$ cat src/rtl/fifo_pkg.sv
// Shared constants for the 8-bit circular-buffer FIFO and its read-side adapters.
package fifo_pkg;
  localparam int FIFO_DATA_W = 8;
  localparam int BUF_DEPTH   = 2;
endpackage

$ cat src/rtl/stream_buf2.sv
// Two-entry output store with head/tail pointers and occupancy; clr empties it.
module stream_buf2
  import fifo_pkg::*;
#(
  parameter int DATA_W = FIFO_DATA_W
) (
  input  logic              clk,
  input  logic              rst_n,
  input  logic              clr,
  input  logic              push,
  input  logic [DATA_W-1:0] push_data,
  input  logic              pop,
  output logic [1:0]        occ,
  output logic [DATA_W-1:0] head_data
);

  logic [DATA_W-1:0] store [BUF_DEPTH];
  logic              head;
  logic              tail;

  always_ff @(posedge clk or negedge rst_n) begin
    if (!rst_n) begin
      store[0] <= '0;
      store[1] <= '0;
      head     <= 1'b0;
      tail     <= 1'b0;
      occ      <= 2'd0;
    end else if (clr) begin
      head <= 1'b0;
      tail <= 1'b0;
      occ  <= 2'd0;
    end else begin
      if (push) begin
        store[tail] <= push_data;
        tail        <= ~tail;
      end
      if (pop) head <= ~head;
      occ <= occ + {1'b0, push} - {1'b0, pop};
    end
  end

  assign head_data = store[head];

endmodule

$ cat src/rtl/fifo_stream_reader.sv
// Drains the registered-read FIFO into a valid/ready stream through a 2-entry prefetch buffer.
module fifo_stream_reader
  import fifo_pkg::*;
#(
  parameter int DATA_W = FIFO_DATA_W,
  parameter int CNT_W  = 16
) (
  input  logic              clk,
  input  logic              rst_n,
  input  logic              fifo_empty,
  input  logic [DATA_W-1:0] fifo_dout,
  output logic              fifo_rd,
  output logic              m_valid,
  input  logic              m_ready,
  output logic [DATA_W-1:0] m_data,
  input  logic              flush,
  output logic [CNT_W-1:0]  xfer_cnt
);

  logic [1:0] occ;
  logic       pend;
  logic       pop;
  logic       push;
  logic [2:0] load;

  assign m_valid = (occ != 2'd0);
  assign pop     = m_valid && m_ready;
  assign push    = pend && !flush;

  // A pop always has occ >= 1, so load cannot underflow.
  assign load    = {1'b0, occ} + {2'b0, pend} - {2'b0, pop};
  assign fifo_rd = rst_n && !flush && !fifo_empty && (load <= 3'd1);

  stream_buf2 #(
    .DATA_W(DATA_W)
  ) u_buf (
    .clk      (clk),
    .rst_n    (rst_n),
    .clr      (flush),
    .push     (push),
    .push_data(fifo_dout),
    .pop      (pop),
    .occ      (occ),
    .head_data(m_data)
  );

  // Read issued this cycle returns on fifo_dout next cycle.
  always_ff @(posedge clk or negedge rst_n) begin
    if (!rst_n) begin
      pend     <= 1'b0;
      xfer_cnt <= '0;
    end else begin
      pend     <= fifo_rd;
      xfer_cnt <= xfer_cnt + {{(CNT_W-1){1'b0}}, pop};
    end
  end

  assert property (@(posedge clk) disable iff (!rst_n)
    ({1'b0, occ} + {2'b0, pend}) <= 3'd2);

endmodule

$ cat config.mk
export PLATFORM = sky130hd
export DESIGN_NAME = fifo_stream_reader
export DESIGN_NICKNAME = d
export VERILOG_FILES = /design/src/rtl/fifo_pkg.sv /design/src/rtl/stream_buf2.sv /design/src/rtl/fifo_stream_reader.sv
export SDC_FILE = /design/constraint.sdc
export NUM_CORES = 1
export LEC_CHECK = 0
export CAP_MARGIN = 20
export CORE_MARGIN = 2
export CORE_UTILIZATION = 30
export CTS_CLUSTER_SIZE = 12
export DETAILED_ROUTE_END_ITERATION = 16
export GPL_TIMING_DRIVEN = 0
export PLACE_DENSITY_LB_ADDON = 0.1
export SYNTH_ARGS = -nofsm -noshare
export SYNTH_HDL_FRONTEND = slang
export SYNTH_SLANG_ARGS = --single-unit
$ cat constraint.sdc
create_clock -name clk -period 2 [get_ports clk]
set_input_delay 0.3 -clock clk [delete_from_list [all_inputs] [get_ports clk]]
set_output_delay 0.3 -clock clk [all_outputs]
set_load 0.05 [all_outputs]
==> flow_summary_export.csv, run 1 <==
group,metric,value,unit
outcome,status,"complete, but fails checks",
outcome,violations,"negative setup slack",
timing,worst_slew_pin_slew,0.819,ns
worst_hold_path,min_path_type,"in -> async",
global_routing,grt_max_degree,39,
routing,via_per_inst,4.42,
routing,detail-route-antenna-nets,0,
placed_design,gp_congestion,0.785,
placed_design,placed_cells,237,
global_routing,grt.busiest_layer,"met2",
power,leakagePower,1.02,nW
clock_tree,clock_latency,0.28,ns
clock_tree,numCtsBuffers,5,
global_routing,grt_antenna_before_repair,0,
timing,fin_ws,-0.401,ns
clock_tree,cts_sinks,37,
yosys,synthCells,127,
clock_tree,path_clk_slew,0.07,ns
worst_setup_path,max_stage_delay,0.45,ns
yosys,synth_area_leader_cell,"dfrtp_1",
worst_setup_path,critPathLaunchType,"register",
routing,dr.first_iter.drc_count,37,
power,power,1.99,mW
floorplanning,io_pins,39,
worst_setup_path,critPathMaxFanout,3,
power,vdd_drop_max,0.000697,V
clock_tree,cts_root_buffer,"clkbuf_8",
floorplanning,dieArea,0.00618,mm2
floorplanning,rows,27,
routing,drc_errors,0,
finish,fin_nets,193,
yosys,synth.ff_latch_count,37,
finish,area_delta_synth_final,34.2,%
finish,utilization,0.412,
routing,wl_per_cell,13.2,um
clock_tree,cts_max_path_buffers,2,
finish,final_common_cell,"dfrtp_1",
job,maxCapViolations,0,
yosys,synth_top_cell_area_share,0.554,
power,power.density,889,mW/mm2
global_routing,grt_pass1_vias,1136,
global_routing,grt.overflow.total,0,
global_routing,use_met2,0.185,
global_routing,grt_pass1_wl,5400,um
global_routing,use_met1,0.136,
worst_setup_path,ff2ff_path_depth,8,
routing,first_pass_iters,3,
finish,fin_area,0.00224,mm2
yosys,netlist_area,0.00167,mm2
finish,antenna_cells,0,
timing,period_share,1.20,
placed_design,place_hpwl,2230,um
floorplanning,dieWidth,78.6,um
timing,setup_violations,1,
clock_tree,htree_levels,2,
timing,period_minus_slack,2.40,ns
timing,max_freq,416,MHz
routing,totalWireLength,3280,um
timing,rsz0062_at_grt,"yes",
finish,fin_cells,248,
global_routing,use_met3,0.0460,
worst_setup_path,slowest_stage,"fa_2",
yosys,netlist_top_cells_area,"dfrtp_1 55%, mux2_1 8.1%, mux2_2 8.1%, xnor2_1 6.3%, xor2_1 3.7%",
worst_setup_path,path_class,"reg -> out",
worst_setup_path,crit_path_end_kind,"output pin",
clock_tree,cts_tree,"done",
global_routing,track_usage,0.114,
worst_setup_path,r2r_end,"xfer_cnt[10]",
worst_setup_path,critPathArrivalTime,2.10,ns
worst_setup_path,rrSetupSlack,0.19,ns
yosys,ys_warn_count,0,
yosys,synth.avg_cell_area,13.2,um2
floorplanning,core_area,0.00544,mm2
finish,layout_common_cells,"36 x dfrtp_1, 26 x clkdlybuf4s50_1, 12 x mux2_2, 12 x mux2_1, 11 x xnor2_1",
worst_setup_path,cp_data_required_time,1.70,ns
worst_setup_path,r2r-start,"u_buf.occ[1]",
timing,finalHoldViolCount,0,
placed_design,dpl_worst_slack,-1.26,ns
timing,slew-limit-headroom,0.454,
yosys,syn-num-nets,145,
floorplanning,start_util,0.307,
timing,slew_viol_final,0,
timing,skew,0.00420,ns
finish,layout-drive-gt1-share,0.267,
placed_design,place_area,0.00216,mm2
finish,fillers,520,
placed_design,io_buffers,38,
floorplanning,die_h,78.6,um
routing,num_vias,1095,
yosys,ys_seq_area_frac,0.554,
yosys,ys_types,26,
worst_setup_path,worstPathCellList,"inv_2, nand3_4, o21ai_2, ha_2, fa_2, nor4_4, buf_6",
## through the flow
| step | setup TNS (ns) | hold slack [ns] |
|---|---|---|
| final | -0.401 | 0.109 |
| after global routing | -0.499 | 0.182 |
| after CTS | -0.409 | 0.145 |
| after detailed placement | -1.67 | 0.458 |
| after global placement | -12.38 | 0.463 |
| after floorplan | -0.450 | 0.00441 |
## routing by layer
metal	wire length [um]	vias to the layer above
li1	-	523
met1	1480	538
met2	1530	29
met3	215	5
met4	51	0
met5	0	-
## layout make-up
type	count	area (um2)	area share
Tap cell	72	90.1	0.0402
Multi-Input combinational cell	85	764	0.341
Sequential cell	37	927	0.414
Inverter	3	11.3	0.00502
Buffer	2	12.5	0.00558
Timing Repair Buffer	41	357	0.159
Clock buffer	8	80.1	0.0357
## power by group
group	total, mW	switching [mW]	internal, mW
Combinational	0.584	0.388	0.196
Clock	0.490	0.243	0.247
Sequential	0.919	0.0678	0.851
Total	1.99	0.699	1.29
## worst max-delay path by stage
stage / start / to / slack (ns) / depth (start not counted)
2_1_floorplan: u_buf.occ[0] / fifo_rd / -0.28 / 6
3_3_place_gp: rst_n / fifo_rd / -1.69 / 4
3_5_place_dp: m_ready / fifo_rd / -1.26 / 7
4_1_cts: u_buf.occ[0] / fifo_rd / -0.41 / 8
5_1_grt: u_buf.occ[0] / fifo_rd / -0.50 / 7
6_report: u_buf.occ[0] / fifo_rd / -0.40 / 7
## registers in the layout, summed over array words and instances, names as in the netlist
register / count
xfer_cnt: 16
u_buf.head: 1
pend: 1
u_buf.occ: 2
u_buf.store: 16
u_buf.tail: 1
## timing repair
| item | 4_1_cts | 5_1_grt |
|---|---|---|
| hold buffers | 0 | 0 |
| hold endpoints to repair | 0 | 0 |
| setup buffers | 3 | 0 |
| setup endpoints to repair | 10 | 9 |
| resized for setup | 21 | 16 |
| pin swaps | 4 | 1 |
## worst max-delay path, delay by kind of cell, from the launching register on
kind | cells | cell delay [ns]
buffers and inverters | 2 | 0.29
AO/OA/AOI/OAI | 1 | 0.08
flip-flops | 1 | 0.40
AND/OR/NAND/NOR | 2 | 0.39
adder cells (fa/ha/maj) | 2 | 0.65
## cell usage after synthesis (all sizes together)
cell type  count
fa             1
xnor2         12
o21ai          1
xor2           7
nand2         10
and3           2
dfrtp         37
nor4           3
buf            2
inv            3
nor3           2
nand4          2
nand2b         1
ha             4
nor2           6
nand3          5
nor2b          3
o211ai         1
or2            1
mux2          24
## logic make-up (layout without fill, tap and decap cells)
group / count (synthesis) / count (layout) / share of synthesized area
flip-flops: 37 / 37 / 0.554
XOR/XNOR: 19 / 19 / 0.0996
adder cells (fa/ha/maj): 5 / 5 / 0.0419
buffers and inverters: 5 / 54 / 0.0142
AND/OR/NAND/NOR: 35 / 35 / 0.118
multiplexers: 24 / 24 / 0.162
AO/OA/AOI/OAI: 2 / 2 / 0.0105
No activity file was read; power rests on OpenSTA's default activity.
==> inputs of run 2 (changes only) <==
- HOLD_SLACK_MARGIN: default -> 0.15
==> run 2 against run 1 <==
Net effect: the run still ends with negative setup slack left; clock power is essentially flat; clock-buffer cell count stayed put; core utilization increased by 0.37 points; setup slack barely moved; non-clock buffer count rose by 2; combinational power is 0.7% higher; largest power group unchanged; first-iteration DRC count decreased by 19%; critical path depth unchanged; final cell count is 0.81% higher; maximum frequency barely moved.
==> flow_summary_export.csv, run 2 (synthesis gave the netlist of run 1 again) <==
group,metric,value,unit
global_routing,grt.busiest_layer,"met2",
worst_setup_path,slowest_stage,"fa_2",
global_routing,grt_pass1_vias,1149,
power,leakagePower,1.03,nW
power,power,2.00,mW
timing,slew_viol_final,0,
timing,period_minus_slack,2.40,ns
worst_hold_path,min_path_type,"in -> reg",
floorplanning,start_util,0.307,
worst_setup_path,max_stage_delay,0.45,ns
worst_setup_path,cp_num_buf_inv,2,
timing,setup_violations,1,
global_routing,grt_antenna_before_repair,0,
clock_tree,clock_latency,0.28,ns
finish,layout-drive-gt1-share,0.264,
placed_design,io_buffers,38,
timing,whs,0.340,ns
floorplanning,dieArea,0.00618,mm2
routing,detail-route-antenna-nets,0,
worst_setup_path,path_class,"reg -> out",
routing,totalWireLength,3380,um
routing,dr.first_iter.drc_count,30,
worst_setup_path,critPathMaxFanout,3,
finish,layout_common_cells,"36 x dfrtp_1, 26 x clkdlybuf4s50_1, 12 x mux2_2, 12 x mux2_1, 11 x xnor2_1",
global_routing,grt_pass1_wl,5540,um
finish,fillers,519,
clock_tree,numCtsBuffers,5,
finish,fin_area,0.00226,mm2
power,vdd_drop_max,0.000697,V
clock_tree,htree_levels,2,
finish,fin_nets,195,
worst_setup_path,critPathLaunchType,"register",
placed_design,place_area,0.00216,mm2
global_routing,use_met3,0.0460,
routing,first_pass_iters,3,
worst_setup_path,crit_path_end_kind,"output pin",
floorplanning,rows,27,
outcome,violations,"negative setup slack",
timing,finalHoldViolCount,0,
job,maxCapViolations,0,
routing,via_per_inst,4.43,
finish,area_delta_synth_final,35.4,%
worst_setup_path,worstPathCellList,"inv_2, nand3_4, o21ai_2, ha_2, fa_2, nor4_4, buf_6",
clock_tree,cts_root_buffer,"clkbuf_8",
clock_tree,path_clk_slew,0.07,ns
global_routing,grt_max_degree,20,
placed_design,gp_congestion,0.785,
clock_tree,cts_tree,"done",
worst_setup_path,path_delay_family,"adder cells",
worst_setup_path,critPathArrivalTime,2.10,ns
routing,num_vias,1108,
timing,tns,-0.401,ns
finish,multiInputGateArea,764,um2
global_routing,track_usage,0.118,
floorplanning,dieWidth,78.6,um
global_routing,use_met2,0.191,
routing,wl_per_cell,13.5,um
floorplanning,io_pins,39,
timing,slew-limit-headroom,0.425,
global_routing,grt.overflow.total,0,
timing,rsz0062_at_grt,"yes",
timing,fin_ws,-0.401,ns
routing,drc_errors,0,
finish,top_regs,"u_buf.store x16, xfer_cnt x16, u_buf.occ x2",
placed_design,place_hpwl,2230,um
finish,seqCellArea,927,um2
floorplanning,core_area,0.00544,mm2
floorplanning,die_h,78.6,um
finish,antenna_cells,0,
global_routing,use_met1,0.142,
timing,worst_slew_pin_slew,0.860,ns
clock_tree,cts_max_path_buffers,2,
timing,max_freq,416,MHz
timing,skew,0.00437,ns
power,power.density,883,mW/mm2
timing,period_share,1.20,
worst_setup_path,cp_data_required_time,1.70,ns
finish,final_common_cell,"dfrtp_1",
outcome,status,"complete, but fails checks",
clock_tree,cts_sinks,37,
-- run 2: cell count changes in the layout (fill, tap and decap cells not counted) --
cell           delta
dlygate4sd3_1     +2
-- run 2: what timing repair did --
action | 4_1_cts | 5_1_grt
pin swaps | 4 | 1
setup buffers | 3 | 0
hold buffers | 2 | 0
endpoints found under the setup margin | 10 | 9
hold endpoints to repair | 18 | 0
gates resized for setup | 21 | 16
-- run 2: through the flow --
stage	setup WS, ns	instances	utilization
floorplan	-0.279	127	-
finish	-0.401	250	0.416
CTS	-0.409	250	0.421
detailed placement	-1.26	237	0.398
global route	-0.499	250	0.416
global placement	-1.69	237	0.398
-- run 2: final timing paths --
path                                   to  depth (start not counted)  slack (ns)    startpoint
max                               fifo_rd                          7       -0.40  u_buf.occ[0]
max in group asynchronous    u_buf.occ[1]                          2        0.74         rst_n
max reg2reg                  xfer_cnt[10]                          8        0.19  u_buf.occ[1]
min in group asynchronous  u_buf.store[2]                          2        0.68         rst_n
min reg2reg                  xfer_cnt[15]                          1        0.47  xfer_cnt[15]
min                                  pend                          3        0.34         rst_n
-- run 2: layer usage --
layer  up-vias  part of all wire
met2        29              0.47
met5         -                 0
met1       547              0.45
met3         5             0.064
li1        527                 -
met4         0             0.015
-- run 2: worst register-to-register path, cell delays in order (launching register included) --
cell	delay [ns]
dfrtp_2	0.43
buf_4	0.16
o211ai_2	0.26
inv_1	0.08
ha_1	0.22
nand2_1	0.16
nor3_2	0.07
and3_1	0.19
xor2_1	0.13
-- run 2: report_power, final --
group          switching [mW]  total, mW  internal, mW
Clock                   0.243      0.490         0.247
Sequential             0.0676      0.918         0.851
Combinational           0.390      0.588         0.199
-- run 2: layout make-up --
| type | count | area share |
|---|---|---|
| Sequential cell | 37 | 0.410 |
| Inverter | 3 | 0.00498 |
| Buffer | 2 | 0.00553 |
| Multi-Input combinational cell | 85 | 0.338 |
| Clock buffer | 8 | 0.0354 |
| Timing Repair Buffer | 43 | 0.166 |
| Tap cell | 72 | 0.0398 |
